<file path="config.mk">
export PLATFORM = sky130hd
export DESIGN_NAME = cdc_xfer_scheduler
export DESIGN_NICKNAME = d
export VERILOG_FILES = /design/src/rtl/cdc_sched_pkg.sv /design/src/rtl/rr_arbiter.sv /design/src/rtl/cdc_xfer_scheduler.sv
export SDC_FILE = /design/constraint.sdc
export NUM_CORES = 1
export LEC_CHECK = 0
export BUFFER_PORTS_ARGS = -buffer_cell sky130_fd_sc_hd__buf_2
export CORE_AREA = 2 2 52 67
export DETAILED_ROUTE_END_ITERATION = 7
export DIE_AREA = 0 0 54 69
export PLACE_DENSITY = 0.64
export RECOVER_POWER = 25
export SKIP_CTS_REPAIR_TIMING = 1
export SLEW_MARGIN = 30
export SYNTH_ARGS = -nofsm -noshare
export SYNTH_HDL_FRONTEND = slang
export SYNTH_SLANG_ARGS = --single-unit
</file>
<file path="constraint.sdc">
create_clock -name ahb_clk -period 2.9 [get_ports ahb_clk]
set_input_delay 0.145 -clock ahb_clk [delete_from_list [all_inputs] [get_ports ahb_clk]]
set_output_delay 0.145 -clock ahb_clk [all_outputs]
set_load 0.02 [all_outputs]
</file>
<file path="src/rtl/cdc_sched_pkg.sv">
// Shared types and defaults for the CDC transfer scheduler.
// Combinational definitions only; no latency.
// No flow control here; consumers own all handshaking.
package cdc_sched_pkg;

    typedef enum logic [1:0] {
        IDLE     = 2'd0,
        WAIT_ACK = 2'd1,
        GAP      = 2'd2,
        ERR      = 2'd3
    } sched_state_e;

    localparam int DEF_TMO_CYC = 64;
    localparam int DEF_GAP_CYC = 2;

endpackage

</file>
<file path="src/rtl/rr_arbiter.sv">
// Round-robin pick: first set request at or after ptr_i, wrapping at N_REQ.
// Purely combinational, zero latency.
// No backpressure; the caller decides when the grant is consumed.
module rr_arbiter #(
    parameter int N_REQ = 4,
    parameter int SEL_W = 2
) (
    input  logic [N_REQ-1:0] req_i,
    input  logic [SEL_W-1:0] ptr_i,
    output logic             vld_o,
    output logic [SEL_W-1:0] idx_o
);

    // Scan from the farthest offset down so the nearest pending index wins last.
    always_comb begin
        vld_o = 1'b0;
        idx_o = '0;
        for (int k = N_REQ - 1; k >= 0; k--) begin
            if (req_i[(int'(ptr_i) + k) % N_REQ]) begin
                vld_o = 1'b1;
                idx_o = SEL_W'((int'(ptr_i) + k) % N_REQ);
            end
        end
    end

endmodule

</file>
<file path="src/rtl/cdc_xfer_scheduler.sv">
// Shares one toggle pulse-synchronizer channel between N_REQ requesters, round-robin.
// req_pulse at t -> req_pend at t+1 -> xfer_toggle flip at t+2; done when ack toggle matches.
// One transfer in flight; requests keep latching while busy, GAP or ERR.
module cdc_xfer_scheduler
    import cdc_sched_pkg::*;
#(
    parameter int N_REQ   = 4,
    parameter int SEL_W   = 2,
    parameter int TMO_CYC = DEF_TMO_CYC,
    parameter int TMO_W   = 7,
    parameter int GAP_CYC = DEF_GAP_CYC
) (
    input  logic             ahb_clk,
    input  logic             ahb_rst_n,
    input  logic [N_REQ-1:0] req_pulse,
    input  logic             err_clr,
    input  logic             ack_toggle_sync,
    output logic             xfer_toggle,
    output logic [SEL_W-1:0] xfer_sel,
    output logic [N_REQ-1:0] req_pend,
    output logic [N_REQ-1:0] done_pulse,
    output logic             busy,
    output logic             timeout_err,
    output logic [SEL_W-1:0] err_sel
);

    localparam logic [TMO_W-1:0] TMO_LAST = TMO_W'(TMO_CYC - 1);
    localparam logic [TMO_W-1:0] GAP_LAST = (GAP_CYC > 0) ? TMO_W'(GAP_CYC - 1) : '0;

    sched_state_e     state_q, state_d;
    logic [N_REQ-1:0] pend_q, pend_d;
    logic [SEL_W-1:0] sel_q, sel_d;
    logic [SEL_W-1:0] ptr_q, ptr_d;
    logic [SEL_W-1:0] err_sel_q, err_sel_d;
    logic [TMO_W-1:0] cnt_q, cnt_d;
    logic             tog_q, tog_d;
    logic             terr_q, terr_d;
    logic [N_REQ-1:0] done;
    logic             arb_vld;
    logic [SEL_W-1:0] arb_idx;
    logic             ack_hit;

    rr_arbiter #(
        .N_REQ (N_REQ),
        .SEL_W (SEL_W)
    ) u_arb (
        .req_i (pend_q),
        .ptr_i (ptr_q),
        .vld_o (arb_vld),
        .idx_o (arb_idx)
    );

    assign ack_hit = (ack_toggle_sync == tog_q);

    always_comb begin
        state_d   = state_q;
        sel_d     = sel_q;
        ptr_d     = ptr_q;
        err_sel_d = err_sel_q;
        cnt_d     = cnt_q;
        tog_d     = tog_q;
        terr_d    = terr_q;
        done      = '0;

        case (state_q)
            IDLE: begin
                if (arb_vld) begin
                    sel_d   = arb_idx;
                    tog_d   = ~tog_q;
                    cnt_d   = '0;
                    state_d = WAIT_ACK;
                end
            end
            WAIT_ACK: begin
                if (ack_hit) begin
                    done[sel_q] = 1'b1;
                    ptr_d       = (int'(sel_q) == N_REQ - 1) ? '0 : sel_q + SEL_W'(1);
                    cnt_d       = '0;
                    state_d     = (GAP_CYC == 0) ? IDLE : GAP;
                end else if (cnt_q == TMO_LAST) begin
                    terr_d    = 1'b1;
                    err_sel_d = sel_q;
                    state_d   = ERR;
                end else begin
                    cnt_d = cnt_q + TMO_W'(1);
                end
            end
            GAP: begin
                if (cnt_q == GAP_LAST) begin
                    cnt_d   = '0;
                    state_d = IDLE;
                end else begin
                    cnt_d = cnt_q + TMO_W'(1);
                end
            end
            ERR: begin
                // Re-align so the next launch starts from a matched toggle pair.
                if (err_clr) begin
                    terr_d  = 1'b0;
                    tog_d   = ack_toggle_sync;
                    state_d = IDLE;
                end
            end
            default: state_d = IDLE;
        endcase

        // A new pulse in the completion cycle re-queues the request.
        pend_d = (pend_q & ~done) | req_pulse;
    end

    always_ff @(posedge ahb_clk or negedge ahb_rst_n) begin
        if (!ahb_rst_n) begin
            state_q   <= IDLE;
            pend_q    <= '0;
            sel_q     <= '0;
            ptr_q     <= '0;
            err_sel_q <= '0;
            cnt_q     <= '0;
            tog_q     <= 1'b0;
            terr_q    <= 1'b0;
        end else begin
            state_q   <= state_d;
            pend_q    <= pend_d;
            sel_q     <= sel_d;
            ptr_q     <= ptr_d;
            err_sel_q <= err_sel_d;
            cnt_q     <= cnt_d;
            tog_q     <= tog_d;
            terr_q    <= terr_d;
        end
    end

    assign xfer_toggle = tog_q;
    assign xfer_sel    = sel_q;
    assign req_pend    = pend_q;
    assign done_pulse  = done;
    assign busy        = (state_q != IDLE);
    assign timeout_err = terr_q;
    assign err_sel     = err_sel_q;

endmodule

</file>
======== Yosys cells after proc, flatten, opt, wreduce, memory -nomap -nowiden ========
Cells that the tools add are included.
W data, S select, Z words.
word-level totals
  register bits ........................... 21
  input bits .............................. 8
  output and inout bits ................... 15
  logic and storage cells ................. 99
cells by class
  add/sub/neg operators ................... 5
  $lt $le $gt $ge ......................... 6
  equal/unequal tests ..................... 14
  mux-type cells .......................... 42
  bitwise operators ....................... 8
  reductions and logical operators ........ 16
operators by type and width
  operator               number
  $mux W7                4
  $pmux W7 S3            1
  $mux W2                10
  $mux W1                17
  $lt A3 B4 Y1 const B   3
  $ne A2 B2 Y1 const B   5
  $reduce_and A3 Y1      3
  $bmux W1 S2            4
  $mux W4                2
  $pmux W2 S4            1
  $reduce_and A4 Y1      2
  $add A7 B1 Y7 const B  1
  $eq A7 B1 Y1 const B   1
  $eq A7 B6 Y1 const B   1
  $lt A2 B3 Y1 const B   2
  $ne A3 B3 Y1 const B   2
  $reduce_bool A2 Y1     3
  $reduce_or A2 Y1       3
  $add A2 B1 Y2 const B  2
  $add A2 B2 Y2 const B  2
  $and A4 B4 Y4          1
  $eq A2 B1 Y1 const B   2
  $eq A2 B2 Y1 const B   2
  $not A4 Y4             1
  11 further kinds       16

======== Logic depth before layout (Yosys ltp) ========
  depth in word-level cells ............... 12
  gate-level depth with buffers ........... 6
  gate-level depth less buffers ........... 6

======== Cells and area by module ========
From an unflattened synthesis, not the netlist that was laid out.
second synthesis, totals
  cell total of the unflattened synthesis .. 132
  area, all modules ....................... 1280.0 um^2
modules (own cells, without submodules)
  module              instances  cells each  area each (um^2)  seq. area each (um^2)
  cdc_xfer_scheduler  1          119         1202.4            525.5
  rr_arbiter          1          13          77.6              0.0

======== Least setup slack after synthesis ========
OpenSTA, ideal clock, no wires.
  path kind ............................... flip-flop to flip-flop
  from .................................... reg cnt_q[0]
  to ...................................... reg cnt_q[2]
  setup time .............................. 0.146 ns
  arrival ................................. 1.500 ns
  data required time ...................... 2.754 ns
  slack ................................... 1.254 ns
  cell stages (with the launch flop) ...... 6
  buffers on the path ..................... 0
  period minus slack after synthesis ...... 1.646 ns
  cell sequence ........................... dfrtp_1 > ha_1 > and4_1 > and4_1 > nor3_2 > o221ai_1
on the way
  cells in the longest elaborated chain, start to end .. 4
  elaborated cells on any way between the ends .. 9
  classes of those cells .................. add/sub (1); eq/ne (3); mux (4); reduce/logical (1)
RTL lines
  what                    line                                                source
  from (decl)             cdc_xfer_scheduler.sv:35                            logic [TMO_W-1:0] cnt_q, cnt_d;
  from (signal assigned)  cdc_xfer_scheduler.sv:127                           cnt_q <= cnt_d;
  $add A7 B1 Y7           cdc_xfer_scheduler.sv:85, cdc_xfer_scheduler.sv:93
  $mux W7                 cdc_xfer_scheduler.sv:80                            end else if (cnt_q == TMO_LAST) begin
  $mux W7                 cdc_xfer_scheduler.sv:75                            if (ack_hit) begin
  $pmux W7 S3             cdc_xfer_scheduler.sv:65                            case (state_q)
Parallel ways exist; a longest one is shown, timed or not. The select of a mux whose other input is x is not followed.
A chain may end at the register's enable or synchronous reset.

======== Final worst setup path ========
Ends and elaborated chain as after synthesis.

==> run metrics <==
total number of vias 1134; clock sink count 21; Port-buffer cells 22; Via density 5.756; sequential area share after synthesis 40.04%; Total Wirelength 2999 microns; antenna-violating nets left 0; final net count 179; H-tree depth 1; power per standard cell area 877.4 nW/um^2; chip height 69 microns; post-synth cell types 46; gr busiest metal met2; Leakage 0.7156 nW; clk_lat worst skew 0.26 ns; met3 Resource Use GR 2.814%; Area after DPL 1469 sq um; Hold Path Class in2reg; synthesized net count 151; wire per inst 15.22 microns; met1 Track Usage GR 16.87%; Tmin final 1.920 ns; crit start category flip-flop; worst reg-to-reg path cell count 5; GRT Total Usage 16.86%; synthesis-stage register bit count 21; asr flop ratio synth 100.0%; post-DP HPWL 2301 microns; post-route DRC violation count 0; yosys warns 0; gpl congestion 0.8377; Final Instance Area 1524 sq um; Die X-Extent 54 microns; Num CTS Buffers 3; proportion of layout cells with a drive suffix above 1 23.13%; clk root buf clkbuf_8; Final Power 0.001337 W; critical path type reg2reg; Clock transition at path regs 0.08 ns; remaining global-route overflow 0; first-pass GRT wire length 4836 microns; Post-Synthesis Cells 133; Final Hold Viols 0; CTS tree built; area delta synth->final 16.11%; Post-Syn Area 1313 sq um; hold depth 2; Critical Path AT 2.04 ns; Clock Skews 0.005080 ns; fin crit share 66.21%; Peak VDD IR 0.0004152 V; Fin Setup TNS 0 ns; core region area 3108 sq um; final cell count without fillers 197; DP Cell Count 192; crit path capture cnt_q[2]; Least-Margin Pin Slew 1.183 ns; number of global-route vias before repair 1166; relative max-transition margin 21.12%; DRT iter0 DRCs 28; Crit. Startpoint cnt_q[0]; outcome complete, no violations; Starting Density 42.23%; Crit Path Max Fanout 7; die area 3726 sq um; R2R Setup Slk 0.98 ns; top_reg_cell synth dfrtp_1; reg2reg end cnt_q[2]; antenna violations before repair 0; final setup vio count 0; largest net degree at the start of global routing 22; Ports 23; Ant. Diodes 0; Site Rows 23; fmax 0.5208 GHz; grt met2 use 32.66%; drt pass-1 iters 4; Mean Syn Cell Area 9.868 sq um; Max Cap Violations 0; RSZ-0062 raised after global routing no; Filler cells 307; WHS 0.07356 ns; CTS Buffer Depth 2; CP Data Required Time 3.02 ns; final slew viol count 0; Post-synth EDFFs 0; worst r2r src cnt_q[0]; CP Capture Type flip-flop
==> routing by layer <==
| layer | up-vias | part of all wire [%] |
|---|---|---|
| met5 | - | 0 |
| met4 | 0 | 0.70 |
| met3 | 2 | 3.5 |
| met2 | 24 | 54 |
| met1 | 563 | 42 |
| li1 | 545 | - |
==> power by group <==
group	total, W	internal [W]	switching, W	leakage, nW
combinational	0.000685	0.000250	0.000436	0.431
sequential	0.000456	0.000362	0.0000941	0.259
clock	0.000196	0.0000956	0.000100	0.0255
==> worst min path at each step <==
stage / start / endpoint / slack [ns]
after CTS: ahb_rst_n / xfer_toggle / -0.14
after global placement: ahb_rst_n / xfer_toggle / 0.13
after global routing: req_pulse[2] / req_pend[2] / 0.07
after detailed placement: ahb_rst_n / xfer_toggle / 0.14
after floorplan: ahb_rst_n / cnt_q[0] / -0.15
final: req_pulse[2] / req_pend[2] / 0.07
==> final cells by class <==
type                       instances  area [sq um]  area share [%]
clock inverter                     1         5.005          0.3284
clock buffer                       3         41.29           2.709
multi-input combinational         93         715.7           46.96
inverter                          19         71.32           4.680
tap                               37         46.29           3.038
sequential                        21         525.5           34.48
timing repair buffer              23         118.9           7.800
==> flip-flops by register name, indices dropped and copies added, names as in the netlist <==
signal / cells
xfer_toggle: 1
xfer_sel: 2
cnt_q: 7
ptr_q: 2
err_sel: 2
req_pend: 4
state_q: 2
timeout_err: 1
==> placed cells by master (no fill, tap or decap), types with 2 or more instances in the layout <==
cell type / instances
inv_1: 18
nand2b_1: 2
nand2_1: 10
nor3_1: 3
o2111ai_1: 4
mux2i_1: 3
buf_2: 21
nor2_1: 4
a22oi_1: 2
dfrtp_1: 21
o21bai_1: 4
and3_1: 4
and4_1: 2
o221ai_1: 5
a21oi_1: 3
o21ai_1: 4
nand3_1: 3
clkbuf_8: 3
o21ai_0: 3
ha_1: 10
==> Yosys cell counts, drive strengths merged, types with 2 or more instances <==
cell type   n  area (sq um)
o21bai      4         30.03
nor4        2         18.77
a22oi       3         27.52
o2111ai     5         50.04
o21ai       7         35.03
and4        2         17.52
and3        4         25.02
o221ai      5         43.79
nor2        6         32.53
mux2i       3         30.03
dfrtp      21         525.5
inv        19         71.31
nor2b       2         15.02
nand2      10         37.54
mux2        2         22.52
ha         10         125.1
nand2b      2         12.51
nand3       3         15.01
nor3        4         25.02
a21oi       3         15.01
==> critical path, cell delays in order (launching register included) <==
cell and delay (ns):
dfrtp_1 0.42, ha_1 0.26, and4_1 0.20, and4_1 0.25, nor3_2 0.47, o221ai_1 0.19
==> stage by stage <==
stage | setup slack, ns | util, %
after floorplan | 1.254 | -
after global placement | 1.044 | 47.26
after detailed placement | 1.008 | 47.26
after CTS | 0.9798 | 48.75
after global routing | 0.8238 | 49.03
final | 0.9798 | 49.03
==> kinds of logic (layout without fill, tap and decap cells) <==
logic type | Yosys count | in the layout | synth area share (%)
compound gates | 37 | 37 | 22.02
xor+xnor | 2 | 2 | 1.335
fa+ha+maj | 10 | 10 | 9.533
buf+inv | 19 | 46 | 5.433
flops | 21 | 21 | 40.04
mux | 5 | 5 | 4.004
simple gates | 39 | 39 | 17.64
Power figures use the tool's default switching activity.
